===== config.mk =====
export PLATFORM = sky130hd
export DESIGN_NAME = freq_cmd_voter_flat
export DESIGN_NICKNAME = d
export VERILOG_FILES = /design/src/rtl/freq_cmd_pkg.sv /design/src/rtl/freq_cmd_voter_if.sv /design/src/rtl/freq_cmd_voter_wave_window_counter.sv /design/src/rtl/freq_cmd_voter.sv /design/src/flat_wrapper.sv
export SDC_FILE = /design/constraint.sdc
export NUM_CORES = 1
export LEC_CHECK = 0
export ABC_AREA = 1
export CORE_AREA = 2 2 117 119
export CTS_BUF_LIST = sky130_fd_sc_hd__clkbuf_4 sky130_fd_sc_hd__clkbuf_8 sky130_fd_sc_hd__clkbuf_16
export CTS_CLUSTER_DIAMETER = 40
export DETAILED_ROUTE_END_ITERATION = 8
export DIE_AREA = 0 0 119 121
export PLACE_DENSITY_LB_ADDON = 0.05
export REMOVE_ABC_BUFFERS = 1
export SYNTH_ARGS = -nofsm -noshare
export SYNTH_HDL_FRONTEND = slang
export SYNTH_SLANG_ARGS = --single-unit

===== constraint.sdc =====
create_clock -name clk -period 6.1 [get_ports clk]
set_clock_uncertainty 0.1 [all_clocks]
set_input_delay 0.61 -clock clk [delete_from_list [all_inputs] [get_ports clk]]
set_output_delay 0.61 -clock clk [all_outputs]
set_load 0.01 [all_outputs]

===== src/rtl/freq_cmd_pkg.sv =====
// freq_cmd_pkg: shared state encoding, bin sentinel and default tuning for the mic command voter.
package freq_cmd_pkg;
    typedef enum logic [1:0] {IDLE, LISTEN, LOCKED} state_t;
    localparam int BIN_W = 8;
    localparam logic [BIN_W-1:0] BIN_NONE = '1;
    localparam logic [47:0] DEF_CENTERS = {16'd375, 16'd250, 16'd125};
    localparam int DEF_TOL = 10;
endpackage


===== src/rtl/freq_cmd_voter_if.sv =====
// freq_cmd_voter_if: control inputs and command/status outputs of the mic command voter.
interface freq_cmd_voter_if #(
    parameter int NUM_BINS = 3,
    parameter int CNT_W    = 16
);
    logic                enable;
    logic                mic;
    logic [NUM_BINS-1:0] command;
    logic                cmd_valid;
    logic                mic_en;
    logic                busy;
    logic [CNT_W-1:0]    last_count;
    modport master (output enable, mic, input command, cmd_valid, mic_en, busy, last_count);
    modport slave  (input enable, mic, output command, cmd_valid, mic_en, busy, last_count);
endinterface


===== src/rtl/freq_cmd_voter_wave_window_counter.sv =====
// freq_cmd_voter_wave_window_counter: synchronised mic rising-edge counter over fixed windows.
module freq_cmd_voter_wave_window_counter #(
    parameter int WINDOW_CYCLES = 25_000_000,
    parameter int CNT_W         = 16
) (
    input  logic             clk,
    input  logic             rst,
    input  logic             run,
    input  logic             mic,
    output logic [CNT_W-1:0] count,
    output logic             window_done
);
    localparam int WW = WINDOW_CYCLES > 1 ? $clog2(WINDOW_CYCLES) : 1;
    logic [1:0]       sync;
    logic [WW-1:0]    wcnt;
    logic [CNT_W-1:0] cnt;
    logic             rise;
    assign rise        = sync[0] & ~sync[1];
    // count includes an edge landing on the closing cycle of the window
    assign count       = (rise && !(&cnt)) ? cnt + 1'b1 : cnt;
    assign window_done = run && wcnt == WW'(WINDOW_CYCLES - 1);
    always_ff @(posedge clk or posedge rst) begin
        if (rst) begin
            sync <= '0;
            wcnt <= '0;
            cnt  <= '0;
        end else begin
            sync <= {sync[0], mic};
            wcnt <= (!run || window_done) ? '0 : wcnt + 1'b1;
            cnt  <= (!run || window_done) ? '0 : count;
        end
    end
endmodule


===== src/rtl/freq_cmd_voter.sv =====
// freq_cmd_voter: classifies mic edge counts per window into bins and locks a one-hot command after VOTES agreeing windows.
module freq_cmd_voter
    import freq_cmd_pkg::*;
#(
    parameter int                          WINDOW_CYCLES = 25_000_000,
    parameter int                          CNT_W         = 16,
    parameter int                          NUM_BINS      = 3,
    parameter logic [NUM_BINS*CNT_W-1:0]   BIN_CENTERS   = DEF_CENTERS,
    parameter int                          TOL           = DEF_TOL,
    parameter int                          VOTES         = 8,
    parameter logic [NUM_BINS-1:0]         HOLD_MASK     = 3'b100
) (
    input logic            clk,
    input logic            rst,
    freq_cmd_voter_if.slave bus
);
    localparam int SW = $clog2(VOTES + 1);
    localparam logic signed [CNT_W:0] TOL_S = (CNT_W + 1)'(TOL);
    state_t              state, nxt_state;
    logic                run, done, hit;
    logic [CNT_W-1:0]    total;
    logic [BIN_W-1:0]    bin, prev_bin;
    logic [NUM_BINS-1:0] oh, nxt_cmd;
    logic [SW-1:0]       streak, nxt_streak;
    function automatic logic [BIN_W-1:0] classify(input logic [CNT_W-1:0] c);
        logic signed [CNT_W:0] d;
        classify = BIN_NONE;
        for (int i = NUM_BINS - 1; i >= 0; i--) begin
            d = $signed({1'b0, c}) - $signed({1'b0, BIN_CENTERS[i*CNT_W +: CNT_W]});
            if ((d[CNT_W] ? -d : d) <= TOL_S) classify = BIN_W'(i);
        end
    endfunction
    function automatic logic [NUM_BINS-1:0] onehot(input logic [BIN_W-1:0] b);
        for (int i = 0; i < NUM_BINS; i++) onehot[i] = b == BIN_W'(i);
    endfunction
    freq_cmd_voter_wave_window_counter #(.WINDOW_CYCLES(WINDOW_CYCLES), .CNT_W(CNT_W)) u_win (
        .clk(clk), .rst(rst), .run(run), .mic(bus.mic), .count(total), .window_done(done)
    );
    // command is one-hot of the locked bin, so it doubles as the hold-mask selector
    assign run = bus.enable && (state == LISTEN || (state == LOCKED && |(HOLD_MASK & bus.command)));
    always_comb begin
        bin        = classify(total);
        oh         = onehot(bin);
        nxt_streak = bin == BIN_NONE ? '0 :
                     bin != prev_bin ? SW'(1) :
                     streak == SW'(VOTES) ? streak : streak + 1'b1;
        hit        = done && nxt_streak == SW'(VOTES) && oh != bus.command;
        nxt_state  = !bus.enable ? IDLE : state == IDLE ? LISTEN : hit ? LOCKED : state;
        nxt_cmd    = !bus.enable ? '0 : hit ? oh : bus.command;
    end
    always_ff @(posedge clk or posedge rst) begin
        if (rst) state <= IDLE;
        else     state <= nxt_state;
    end
    always_ff @(posedge clk or posedge rst) begin
        if (rst) begin
            bus.command    <= '0;
            bus.cmd_valid  <= 1'b0;
            bus.mic_en     <= 1'b0;
            bus.busy       <= 1'b0;
            bus.last_count <= '0;
            prev_bin       <= BIN_NONE;
            streak         <= '0;
        end else begin
            bus.command    <= nxt_cmd;
            bus.cmd_valid  <= hit;
            bus.mic_en     <= nxt_state == LISTEN || (nxt_state == LOCKED && |(HOLD_MASK & nxt_cmd));
            bus.busy       <= nxt_state == LISTEN;
            bus.last_count <= done ? total : bus.last_count;
            prev_bin       <= !bus.enable ? BIN_NONE : done ? bin : prev_bin;
            streak         <= !bus.enable ? '0 : done ? nxt_streak : streak;
        end
    end
endmodule


===== src/flat_wrapper.sv =====
// flat-port wrapper written by rule: the top's interface ports become plain ports
module freq_cmd_voter_flat import freq_cmd_pkg::*;
#(
    parameter int                          WINDOW_CYCLES = 25_000_000,
    parameter int                          CNT_W         = 16,
    parameter int                          NUM_BINS      = 3,
    parameter logic [NUM_BINS*CNT_W-1:0]   BIN_CENTERS   = DEF_CENTERS,
    parameter int                          TOL           = DEF_TOL,
    parameter int                          VOTES         = 8,
    parameter logic [NUM_BINS-1:0]         HOLD_MASK     = 3'b100
)
  (clk, rst, bus_enable, bus_mic, bus_command, bus_cmd_valid, bus_mic_en, bus_busy, bus_last_count);
  freq_cmd_voter_if #(.NUM_BINS(NUM_BINS), .CNT_W(CNT_W)) bus_i ();
  input logic clk;
  input logic rst;
  input wire logic [$bits(bus_i.enable)-1:0] bus_enable;
  input wire logic [$bits(bus_i.mic)-1:0] bus_mic;
  output wire logic [$bits(bus_i.command)-1:0] bus_command;
  output wire logic [$bits(bus_i.cmd_valid)-1:0] bus_cmd_valid;
  output wire logic [$bits(bus_i.mic_en)-1:0] bus_mic_en;
  output wire logic [$bits(bus_i.busy)-1:0] bus_busy;
  output wire logic [$bits(bus_i.last_count)-1:0] bus_last_count;
  assign bus_i.enable = bus_enable;
  assign bus_i.mic = bus_mic;
  assign bus_command = bus_i.command;
  assign bus_cmd_valid = bus_i.cmd_valid;
  assign bus_mic_en = bus_i.mic_en;
  assign bus_busy = bus_i.busy;
  assign bus_last_count = bus_i.last_count;
  freq_cmd_voter #(.WINDOW_CYCLES(WINDOW_CYCLES), .CNT_W(CNT_W), .NUM_BINS(NUM_BINS), .BIN_CENTERS(BIN_CENTERS), .TOL(TOL), .VOTES(VOTES), .HOLD_MASK(HOLD_MASK)) u_core (.clk(clk), .rst(rst), .bus(bus_i));
endmodule

==> summary.txt, run 1 <==
CTS
  • Clk buf depth: 2
  • H-tree depth: 3
  • Cts bufs inserted: 9
  • Clk_lat worst skew: 0.36 ns
  • Clock-pin slew on the worst setup and hold paths: 0.06 ns
  • PostCTS Resize Cnt: 0
  • CTS Hold Bufs: 0
  • Post-CTS Setup Inserts: 0
  • CTS Root Cell: clkbuf_16
  • CTS tree: done
  • Clk sinks: 74

Synthesis
  • Synth area leaders: dfrtp_1 (25%), nand2_1 (21%), nand3_1 (9.9%), nor2_1 (7.6%), inv_1 (6.4%)
  • EDFF count, synth: 0
  • Ys flop type: dfrtp_1
  • Post-synthesis cell area: 7010 µm²
  • Seq/Total Area, Yosys: 26.5%
  • Most frequent cell after synthesis: nand2_1
  • Biggest area consumer among synthesized cells: dfrtp_1
  • Top cell type's share of synthesized area: 25.3%
  • Synth Instances: 1141
  • Leading cell types by count after synthesis: nand2_1 (388), nor2_1 (142), nand3_1 (138), inv_1 (120), dfrtp_1 (71)
  • Post-synthesis register bit count: 74
  • Synth warnings: 0
  • Cell variety after synth: 47
  • Async set-or-reset flop fraction in the synthesized netlist: 100%
  • Avg Cell Area, Syn: 6.14 µm²

STA
  • Period Utilization, post-route: 88.5%
  • Slew Limit Fails: 0
  • Post-route setup TNS: 0 ns
  • Slew Limit Headroom: 36.7%
  • Fmax: 0.185 GHz
  • Final setup fails: 0
  • Hold Fails Final Rpt: 0
  • Final worst slack: 0.704 ns
  • Unrepaired setup endpoints after global routing: false
  • Tmin final: 5.40 ns
  • Worst-case hold slack: 0.278 ns
  • Slew at the pin closest to its max-slew limit: 0.950 ns

GRT
  • Vias in the first global route: 6828
  • Pin count of the biggest net entering global routing: 75
  • First-pass GRT wire length: 33400 µm
  • Initial antenna violation count: 0
  • Overflow after GRT: 0
  • Total GRT Usage: 29.2%

Finish
  • Antenna Diode Count: 0
  • Nets: 1177
  • P&R area growth vs syn: 9.07%
  • Share of layout cells above drive strength 1: 9.69%

Pwr
  • Pleak: 3.93 nW
  • Pwr Density: 185 nW/µm²
  • Largest vdd supply drop: 0.153 mV

Route
  • Via density: 5.40
  • Post-route ant nets: 0
  • Via count: 7247
  • Final wirelength: 19900 µm
  • WL/cell: 14.9 µm
  • DRC: 0
  • Starting DRT DRC Count: 752
  • TritonRoute pass-1 iters: 6

Place
  • Routability cong.: 0.977
  • IO Port Bufs: 25
  • DPL Wire Length: 14900 µm
  • Worst slack, placed: 0.792 ns

Setup path
  • CP arrival: 5.53 ns
  • Slowest CP cell: nor2_1
  • Most used cell, CP: nand2_1
  • Critical Path Start Type: register
  • Worst Path Max Fanout: 19
  • Worst Setup End Kind: register
  • CP Data Required Time: 6.24 ns
  • WS Path Type: reg2reg
  • Slowest stage delay, CP: 0.67 ns

Outcome
  • Outcome: finished, final reports clean

Floorplan
  • Die area: 14400 µm²
  • Die width: 119 µm
  • Starting Density: 53.6%
  • I/O pins: 26
  • Core area: 13100 µm²
  • Row cnt: 42
  • Die height: 121 µm

Run
  • Max-Cap Viols: 0

Min path
  • Path type of the worst min-delay path: reg2reg
==> placed cells by master (no fill, tap or decap), types with 4 or more instances in the layout <==
master / instances
nand3_1: 138
nor4_1: 4
nor2_4: 6
a21oi_1: 22
o21ai_1: 8
inv_2: 13
inv_1: 119
nand3_4: 4
nand4_1: 28
nor2_1: 142
o21ai_0: 32
ha_1: 12
nand3b_1: 4
clkdlybuf4s50_1: 25
nand3_2: 5
nand2_4: 8
buf_4: 4
nand2_1: 388
nor3b_1: 10
nor3_1: 15
clkbuf_16: 9
nand4_2: 4
dfrtp_1: 71
nor2_2: 13
xor2_1: 12
nand2_2: 24
==> power by group <==
group / switching (mW) / internal (mW)
registers: 0.00737 / 0.501
logic: 0.267 / 0.117
clock network: 0.223 / 0.302
total: 0.498 / 0.919
==> path summary, 6_finish.rpt <==
check	startpoint	end	slack, ns	depth (start not counted)
worst max-delay path	u_core.u_win.cnt[0]$_DFF_PP0_	u_core.bus.mic_en$_DFF_PP0_	0.70	34
worst max register to register	u_core.u_win.cnt[0]$_DFF_PP0_	u_core.bus.mic_en$_DFF_PP0_	0.70	34
min in group asynchronous	rst	u_core.u_win.cnt[6]$_DFF_PP0_	0.77	3
worst min register to register	u_core.u_win.sync[0]$_DFF_PP0_	u_core.u_win.sync[1]$_DFF_PP0_	0.28	0
worst min-delay path	u_core.u_win.sync[0]$_DFF_PP0_	u_core.u_win.sync[1]$_DFF_PP0_	0.28	0
max in group asynchronous	rst	u_core.streak[3]$_DFFE_PP0P_	4.50	3
==> flip-flops by register name, summed over array words and instances, names as in the netlist <==
signal,cells
u_core.bus.cmd_valid,1
u_core.bus.last_count,16
u_core.u_win.cnt,16
u_core.u_win.wcnt,25
u_core.bus.mic_en,1
u_core.prev_bin,3
u_core.bus.busy,1
u_core.bus.command,3
u_core.state,2
u_core.u_win.sync,2
u_core.streak,4
==> metrics by stage <==
stage	util (%)	total power [mW]	instance area, µm²	instances
6_report	58.4	1.42	7650	1342
5_1_grt	58.4	1.50	7650	1342
4_1_cts	58.4	1.42	7650	1342
3_5_place_dp	56.2	0.894	7360	1326
3_3_place_gp	56.2	0.893	7360	1326
2_1_floorplan	-	0.799	6860	1121
==> worst max-delay path, delay by kind of cell (launching register included) <==
| family | cells | cell delay [ns] |
|---|---|---|
| AND/OR/NAND/NOR | 27 | 3.61 |
| flip-flops | 1 | 0.42 |
| buffers and inverters | 5 | 0.63 |
| adder cells (fa/ha/maj) | 2 | 0.52 |
==> per-layer routing <==
| layer | routed length [µm] | global-route usage [%] | vias to the layer above |
|---|---|---|---|
| li1 | - | - | 3701 |
| met4 | 590 | 10.6 | 0 |
| met1 | 9190 | 38.4 | 3279 |
| met5 | 0 | 0 | - |
| met2 | 8940 | 47.8 | 223 |
| met3 | 1210 | 5.59 | 44 |
==> final cells by class <==
cell class / instances / area, µm²
well taps: 176 / 220
clock inverters: 4 / 26.3
repair buffers: 29 / 280
clock buffers: 12 / 260
flip-flops and latches: 74 / 1860
multi-input cells: 911 / 4490
inverters: 136 / 512
fillers: 1313 / 5440
==> cells by family (layout without fill, tap and decap cells) <==
family / after synthesis / in the layout / synth area share, %
AOI/OAI and AO/OA: 82 / 82 / 6.82
xor gates and xnor gates: 12 / 12 / 1.50
adders and majority gates: 12 / 12 / 2.14
buffers and inverters: 156 / 181 / 9.46
DFF: 74 / 74 / 26.5
and+or+nand+nor: 805 / 805 / 53.6
(Power assumes the default switching activity.)
==> run 2, diff against run 1 <==
--- a/config.mk
+++ b/config.mk
@@ -14,4 +14,5 @@
 export PLACE_DENSITY_LB_ADDON = 0.05
 export REMOVE_ABC_BUFFERS = 1
+export SLEW_MARGIN = 10
 export SYNTH_ARGS = -nofsm -noshare
 export SYNTH_HDL_FRONTEND = slang
==> constraint.sdc (replaced) <==
create_clock -name clk -period 6.3 [get_ports clk]
set_clock_uncertainty 0.1 [all_clocks]
set_input_delay 1.26 -clock clk [delete_from_list [all_inputs] [get_ports clk]]
set_output_delay 1.26 -clock clk [all_outputs]
set_load 0.01 [all_outputs]
==> summary.txt, run 2 (synthesized netlist as in run 1, its figures left out) <==
Place
  • IO Port Bufs: 25 (unchanged)
  • DPL Wire Length: 15000 µm (+0.20%)
  • Routability cong.: 0.977 (unchanged)

STA
  • Hold Fails Final Rpt: 0 (unchanged)
  • Final setup fails: 0 (unchanged)
  • Period Utilization, post-route: 86.0% (-2.4 points)
  • Slew Limit Headroom: 36.5% (-0.14 points)
  • Slew Limit Fails: 0 (unchanged)
  • Fmax: 0.184 GHz (-0.45%)
  • Tmin final: 5.42 ns (+0.0245 ns)
  • Post-route setup TNS: 0 ns (unchanged)
  • Slew at the pin closest to its max-slew limit: 0.952 ns (+0.00213 ns)
  • Unrepaired setup endpoints after global routing: false
  • Worst-case hold slack: 0.275 ns (-0.00290 ns)

Setup path
  • Slowest stage delay, CP: 0.70 ns (+0.03 ns)
  • CP Data Required Time: 6.44 ns (+0.20 ns)
  • WS Path Type: reg2reg
  • Slowest CP cell: nor2_1
  • Most used cell, CP: nand2_1
  • Worst Setup End Kind: register
  • Worst Path Max Fanout: 19 (unchanged)
  • Slack of the worst reg-to-reg path: 0.88 ns (+0.18 ns)
  • Reg2reg path depth: 34 (unchanged)
  • CP arrival: 5.56 ns (+0.03 ns)
  • Critical Path Start Type: register

Route
  • Post-route ant nets: 0 (unchanged)
  • Final wirelength: 20000 µm (+0.33%)
  • Via count: 7278 (+0.43%)
  • Via density: 5.44 (+0.65%)
  • WL/cell: 14.9 µm (+0.56%)
  • DRC: 0 (unchanged)
  • TritonRoute pass-1 iters: 8 (+2)
  • Starting DRT DRC Count: 777 (+3.3%)

GRT
  • Total GRT Usage: 28.9% (-0.27 points)
  • Pin count of the biggest net entering global routing: 75 (unchanged)
  • Overflow after GRT: 0 (unchanged)
  • First-pass GRT wire length: 33200 µm (-0.68%)
  • Vias in the first global route: 6784 (-0.64%)
  • Initial antenna violation count: 0 (unchanged)

Floorplan
  • Core area: 13100 µm² (unchanged)
  • Starting Density: 53.6% (unchanged)
  • Die width: 119 µm (unchanged)
  • Die area: 14400 µm² (unchanged)
  • Row cnt: 42 (unchanged)
  • I/O pins: 26 (unchanged)
  • Die height: 121 µm (unchanged)

Pwr
  • Largest vdd supply drop: 0.178 mV (+16%)
  • Pleak: 3.92 nW (-0.14%)
  • Pwr Density: 181 nW/µm² (-2.5%)

Outcome
  • Outcome: finished, final reports clean

Run
  • Max-Cap Viols: 0 (unchanged)

Min path
  • Path type of the worst min-delay path: reg2reg
  • Cells on Worst Hold Path: 0 (unchanged)

Finish
  • P&R area growth vs syn: 9.00% (about the same)
  • Commonest non-fill, non-tap cell in the layout: nand2_1
  • Top Registers: u_core.u_win.wcnt x25, u_core.bus.last_count x16, u_core.u_win.cnt x16
  • Max reg flops: 25 (unchanged)
  • Nets: 1177 (unchanged)
  • Most frequent cells in the layout: nand2_1 (388), nor2_1 (142), nand3_1 (138), inv_1 (119), dfrtp_1 (71)
  • Share of layout cells above drive strength 1: 9.46% (-0.23 points)
  • Top reg by flops: u_core.u_win.wcnt
  • Antenna Diode Count: 0 (unchanged)

CTS
  • Clk sinks: 74 (unchanged)
  • H-tree depth: 3 (unchanged)
  • CTS tree: done
  • CTS Hold Bufs: 0 (unchanged)
  • Clk buf depth: 2 (unchanged)
  • Cts bufs inserted: 9 (unchanged)
  • PostCTS Resize Cnt: 0 (unchanged)
  • CTS Root Cell: clkbuf_16
  • Clock-pin slew on the worst setup and hold paths: 0.06 ns (about the same)
  • Post-CTS Setup Inserts: 0 (unchanged)
  • Clk_lat worst skew: 0.35 ns (about the same)
==> run 2: cell types whose count changed in the layout (fill, tap and decap cells not counted), sizes merged <==
cell	change
bufinv	+1
clkbuf	-2
clkinv	-2
==> run 2: layout make-up <==
cell class | instances | area (µm²)
multi-input cells | 911 | 4490
repair buffers | 29 | 280
flip-flops and latches | 74 | 1860
well taps | 176 | 220
clock buffers | 10 | 239
clock inverters | 3 | 42.5
inverters | 136 | 512
fillers | 1294 | 5440
==> run 2: report_power, final <==
| part | internal, mW | switching [mW] | leakage (nW) | total (mW) |
|---|---|---|---|---|
| combinational | 0.113 | 0.259 | 2.82 | 0.372 |
| sequential | 0.485 | 0.00713 | 0.972 | 0.492 |
| clock | 0.310 | 0.206 | 0.136 | 0.516 |
==> run 2: worst paths after layout <==
check                                               startpoint                              end
max in group asynchronous                                  rst  u_core.u_win.wcnt[18]$_DFF_PP0_
worst max register to register   u_core.u_win.cnt[0]$_DFF_PP0_      u_core.bus.mic_en$_DFF_PP0_
worst max-delay path             u_core.u_win.cnt[0]$_DFF_PP0_      u_core.bus.mic_en$_DFF_PP0_
min in group asynchronous                                  rst    u_core.u_win.cnt[6]$_DFF_PP0_
worst min register to register  u_core.u_win.sync[0]$_DFF_PP0_   u_core.u_win.sync[1]$_DFF_PP0_
worst min-delay path            u_core.u_win.sync[0]$_DFF_PP0_   u_core.u_win.sync[1]$_DFF_PP0_
==> run 2: through the flow <==
stage	util (%)	cell area (µm²)	worst slack, ns	std cells	total power, mW
finish	58.4	7640	0.880	1339	1.38
global placement	56.2	7360	1.20	1326	0.865
CTS	58.4	7640	0.959	1339	1.39
global route	58.4	7640	0.340	1339	1.46
detailed placement	56.2	7360	1.03	1326	0.865
floorplan	-	6860	1.91	1121	0.774
==> run 2: per-layer routing <==
layer	wire length [µm]	GRT usage (%)	part of all wire (%)
met1	8950	38.3	45
met2	9200	49.0	46
met3	1480	4.28	7.4
met4	379	8.71	1.9
met5	0	0	0
==> run 2: worst max-delay path: cells and delay by family, from the launching register on <==
kind / cells / cell delay (ns)
simple gates: 28 / 3.68
flops: 1 / 0.42
buf+inv: 4 / 0.59
fa+ha+maj: 2 / 0.52
